**src/rtl/mem_if_pkg.sv**
```systemverilog
// Shared types and defaults for the memory-side MAR/MDR block and its request sequencer.
// The timeout constants only exist when MEM_TIMEOUT_EN is defined.
package mem_if_pkg;

    localparam int unsigned DEF_DATA_W = 32;
    localparam int unsigned DEF_ADDR_W = 9;

    typedef enum logic [1:0] {
        IDLE = 2'd0,
        REQ  = 2'd1,
        DONE = 2'd2
    } state_t;

`ifdef MEM_TIMEOUT_EN
    localparam int unsigned DEF_TIMEOUT = 15;

    // Counter width able to hold 0..lim.
    function automatic int unsigned cnt_width(input int unsigned lim);
        return (lim < 2) ? 1 : $clog2(lim + 1);
    endfunction
`endif

endpackage

```
**src/rtl/mem_timeout_counter.sv**
```systemverilog
// Wait-cycle counter for an outstanding memory request; only built with MEM_TIMEOUT_EN.
// Cleared on request start, counts cycles without ack, saturates at TIMEOUT.
`ifdef MEM_TIMEOUT_EN
module mem_timeout_counter
    import mem_if_pkg::*;
#(
    parameter int unsigned TIMEOUT = DEF_TIMEOUT
) (
    input  logic clk,
    input  logic rst_n,
    input  logic start,
    input  logic run,
    output logic expired_c
);

    localparam int unsigned CNT_W = cnt_width(TIMEOUT);

    logic [CNT_W-1:0] cnt;

    always_ff @(posedge clk or negedge rst_n) begin
        if (!rst_n) begin
            cnt <= '0;
        end else if (start) begin
            cnt <= '0;
        end else if (run && (cnt != CNT_W'(TIMEOUT))) begin
            cnt <= cnt + CNT_W'(1);
        end
    end

    // High during the TIMEOUT-th waiting cycle, so the request gives up on that edge.
    assign expired_c = (cnt >= CNT_W'(TIMEOUT - 1));

endmodule
`endif

```
**src/rtl/mem_interface.sv**
```systemverilog
// MAR/MDR register pair plus a single-outstanding read/write sequencer for a word-addressed RAM.
// Optional request timeout with Err pulse when MEM_TIMEOUT_EN is defined.
module mem_interface
    import mem_if_pkg::*;
#(
    parameter int unsigned DATA_W = DEF_DATA_W,
    parameter int unsigned ADDR_W = DEF_ADDR_W
`ifdef MEM_TIMEOUT_EN
   ,parameter int unsigned TIMEOUT = DEF_TIMEOUT
`endif
) (
    input  logic              clock,
    input  logic              clear,
    input  logic [DATA_W-1:0] BusMux_Out,
    input  logic              MAR_In,
    input  logic              MDR_In,
    input  logic              Read,
    input  logic              Write,
    output logic [DATA_W-1:0] BusMux_In_MDR,
    output logic              Busy,
    output logic              Done,
    output logic              Err,
    output logic [ADDR_W-1:0] mem_addr,
    output logic [DATA_W-1:0] mem_wdata,
    output logic              mem_req,
    output logic              mem_we,
    input  logic [DATA_W-1:0] mem_rdata,
    input  logic              mem_ack
);

    state_t            state;
    logic [ADDR_W-1:0] mar;
    logic [DATA_W-1:0] mdr;

`ifdef MEM_TIMEOUT_EN
    logic expired_c;

    mem_timeout_counter #(
        .TIMEOUT (TIMEOUT)
    ) u_timeout (
        .clk       (clock),
        .rst_n     (clear),
        .start     ((state == IDLE) && (Read || Write)),
        .run       ((state == REQ) && !mem_ack),
        .expired_c (expired_c)
    );
`else
    assign Err = 1'b0;
`endif

    // Sequencer and register file; loads are only honoured in IDLE so the request sees stable MAR/MDR.
    always_ff @(posedge clock or negedge clear) begin
        if (!clear) begin
            state   <= IDLE;
            mar     <= '0;
            mdr     <= '0;
            mem_req <= 1'b0;
            mem_we  <= 1'b0;
            Busy    <= 1'b0;
            Done    <= 1'b0;
`ifdef MEM_TIMEOUT_EN
            Err     <= 1'b0;
`endif
        end else begin
            Done <= 1'b0;
`ifdef MEM_TIMEOUT_EN
            Err  <= 1'b0;
`endif
            case (state)
                IDLE: begin
                    if (MAR_In) mar <= BusMux_Out[ADDR_W-1:0];
                    if (MDR_In) mdr <= BusMux_Out;
                    // Read has priority when both commands arrive together.
                    if (Read || Write) begin
                        state   <= REQ;
                        mem_req <= 1'b1;
                        mem_we  <= !Read;
                        Busy    <= 1'b1;
                    end
                end
                REQ: begin
                    if (mem_ack) begin
                        state   <= DONE;
                        mem_req <= 1'b0;
                        Done    <= 1'b1;
                        if (!mem_we) mdr <= mem_rdata;
                    end
`ifdef MEM_TIMEOUT_EN
                    else if (expired_c) begin
                        state   <= IDLE;
                        mem_req <= 1'b0;
                        Busy    <= 1'b0;
                        Err     <= 1'b1;
                    end
`endif
                end
                DONE: begin
                    state <= IDLE;
                    Busy  <= 1'b0;
                end
                default: begin
                    state   <= IDLE;
                    mem_req <= 1'b0;
                    Busy    <= 1'b0;
                end
            endcase
        end
    end

    assign mem_addr      = mar;
    assign mem_wdata     = mdr;
    assign BusMux_In_MDR = mdr;

endmodule
```
**config.mk**
```make
export PLATFORM = sky130hd
export DESIGN_NAME = mem_interface
export DESIGN_NICKNAME = d
export VERILOG_FILES = /design/src/rtl/mem_if_pkg.sv /design/src/rtl/mem_timeout_counter.sv /design/src/rtl/mem_interface.sv
export SDC_FILE = /design/constraint.sdc
export NUM_CORES = 1
export LEC_CHECK = 0
export ABC_CLOCK_PERIOD_IN_PS = 2550
export BUFFER_PORTS_ARGS = -buffer_cell sky130_fd_sc_hd__buf_2
export CORE_MARGIN = 8
export CORE_UTILIZATION = 30
export DETAILED_ROUTE_END_ITERATION = 8
export PLACE_DENSITY_LB_ADDON = 0.05
export SETUP_SLACK_MARGIN = 0.05
export SYNTH_ARGS = -nofsm -noshare
export SYNTH_HDL_FRONTEND = slang
export SYNTH_SLANG_ARGS = --single-unit
```
**constraint.sdc**
```tcl
create_clock -name clock -period 2.55 [get_ports clock]
set_input_delay 0.255 -clock clock [delete_from_list [all_inputs] [get_ports clock]]
set_output_delay 0.255 -clock clock [all_outputs]
set_load 0.005 [all_outputs]
```
==> impl_metrics.tcl <==
set metrics [dict create \
    synth_nets 252 \
    final_cell_mix "buf_2 (147), dfrtp_1 (47), mux2_2 (43)" \
    grt_max_degree 35 \
    skew_ns 0.00361 \
    critPathLaunch "state[1]" \
    arrival_ns 1.95 \
    tns_ns 0 \
    worstSetupEndpoint "BusMux_In_MDR[13]" \
    core-area_um2 8220 \
    wl_per_cell_um 16.0 \
    vias_per_cell 4.29 \
    required_ns 2.73 \
    layout_commonest_cell "buf_2" \
    dr.pass1.iters 4 \
    fillers 822 \
    num_rows 33 \
    drt_iter0_markers 29 \
    crit_type "flop to flop" \
    p_leak_nw 1.65 \
    ir_drop_mv 0.494 \
    syn_area_per_cell_um2 14.0 \
    numPortBuffers 147 \
    drive_above_1_share 0.779 \
    ant_nets 0 \
    grt_use_total 0.109 \
    reg2reg_slack_ns 0.78 \
    layout.nets 371 \
    fmax_mhz 564 \
    hold_viol 0 \
    start_kind "flop" \
    powerDensity_nw_per_um2 1210 \
    fin_crit_ns 1.77 \
    worstHoldPathType "input pin to flop" \
    dp_cells 397 \
    routed_wl_um 6470 \
    vias 1734 \
    rr_worst_depth 4 \
    cts_buffer_depth 2 \
    fp.dieW_um 108 \
    reg2reg_from "state[1]" \
    hpwl_um 5070 \
    grt-ovfl-total 0 \
    initial_core_util 0.309 \
    cts_buffers 5 \
    grt_pass1_vias 1926 \
    cts.sinks 47 \
    slew_viol_final 0 \
    clk_pin_slew_ns 0.08 \
    finalPower_w 0.00391 \
    ctsHoldBuffers 1 \
    worst_setup_path_end_kind "flop" \
    rsz0062_at_grt "no" \
    cts_tree "built" \
    tightest_slew_ns 0.539 \
    instances_no_fill 404 \
    htreeDepth 2 \
    crit_fanout 34 \
    die_area_um2 11600 \
    yosysUniqueCellTypes 18 \
    seqCellArea_um2 1180 \
    synth-seq-cells 47 \
    drv_cap 0 \
    area_delta_synth_final_pct 26.9 \
    ys_warn_count 0 \
    status "completed" \
    reg2reg_to "BusMux_In_MDR[13]" \
    antenna_cells 0 \
    final_cell_area_um2 3220 \
    final-setup-viol-count 0 \
    cts_resized 0 \
    cts_root_buf "clkbuf_8" \
    place_area_um2 3130 \
    drc_errors 0 \
    die_h_um 108 \
    clk_latency_ns 0.29 \
    finalCritPeriodShare 0.696 \
    grt_pass1_wl_um 9980 \
    syn_area_um2 2530 \
    postCtsSetupRepairBufs 0 \
    seq_area_frac_synth 0.464 \
    maxSlewHeadroom 0.641 \
    gp_congestion 0.673 \
    syn_inst 181 \
    post-route-util 0.392 \
    antenna_found_initial 0 \
    multi_input_area_um2 1050 \
    io_pins 149 \
]
[how the worst min path moves through the flow]
stage | end | slack (ns) | start | cells after the start
5_1_grt | mem_we | 0.16 | Read | 2
3_5_place_dp | BusMux_In_MDR[8] | 0.28 | clear | 1
6_report | mem_we | 0.17 | Read | 2
2_1_floorplan | BusMux_In_MDR[0] | -0.04 | clear | 0
4_1_cts | mem_we | 0.16 | Read | 2
3_3_place_gp | BusMux_In_MDR[8] | 0.29 | clear | 1
[cell families after synthesis]
family / count (synthesis) / share of synthesized area
AO/OA/AOI/OAI: 8 / 0.0212
other: 1 / 0.00148
multiplexers: 73 / 0.369
AND/OR/NAND/NOR: 9 / 0.0183
buffers and inverters: 43 / 0.126
flip-flops: 47 / 0.464
[synthesized netlist by cell type]
master | count | share of area
o21bai_1 | 1 | 0.0030
nand2b_1 | 1 | 0.0025
a32o_2 | 1 | 0.0044
inv_1 | 2 | 0.0030
mux2_4 | 30 | 0.18
buf_4 | 33 | 0.098
mux2_2 | 43 | 0.19
nor2_1 | 3 | 0.0044
buf_6 | 4 | 0.018
o21ai_0 | 1 | 0.0020
nand2_1 | 1 | 0.0015
a21oi_1 | 4 | 0.0079
dfrtp_1 | 47 | 0.46
buf_2 | 4 | 0.0079
conb_1 | 1 | 0.0015
and2_1 | 3 | 0.0074
nor2b_1 | 1 | 0.0025
o21ba_2 | 1 | 0.0039
[flip-flops by register name, indices dropped and copies added, names as in the netlist]
signal and count:
Done 1, mem_addr 9, BusMux_In_MDR 32, Busy 1
mem_we 1, mem_req 1, state 2
[where the power goes]
| group | switching, W | internal (W) | total (W) |
|---|---|---|---|
| logic | 0.000801 | 0.00130 | 0.00210 |
| clock network | 0.000225 | 0.000183 | 0.000408 |
| registers | 0.000265 | 0.00113 | 0.00140 |
[layer usage]
metal	vias to the layer above	track usage	wire, um
met5	-	0	0
met4	0	0.0327	70
met3	8	0.0359	608
met2	81	0.182	3150
met1	818	0.130	2640
li1	827	-	-
[area by class of cell]
type	count	share of cell area
multi-input combinational	91	0.325
inverter	2	0.00233
clock buffer	6	0.0226
timing repair buffer	153	0.243
tap	105	0.0408
sequential	47	0.366
[stage by stage]
step | setup WS (ns) | hold WS (ns)
global route | 0.695 | 0.164
floorplan | 0.969 | -0.0406
finish | 0.776 | 0.169
CTS | 0.746 | 0.156
detailed placement | 0.759 | 0.285
global placement | 0.756 | 0.291
[worst max-delay path, cell delays in order (launching register included)]
cell	delay (ns)
dfrtp_1	0.46
nor2b_4	0.14
buf_4	0.41
mux2_2	0.40
mux2_2	0.26
Note: power is estimated with default switching activity, not from simulation.
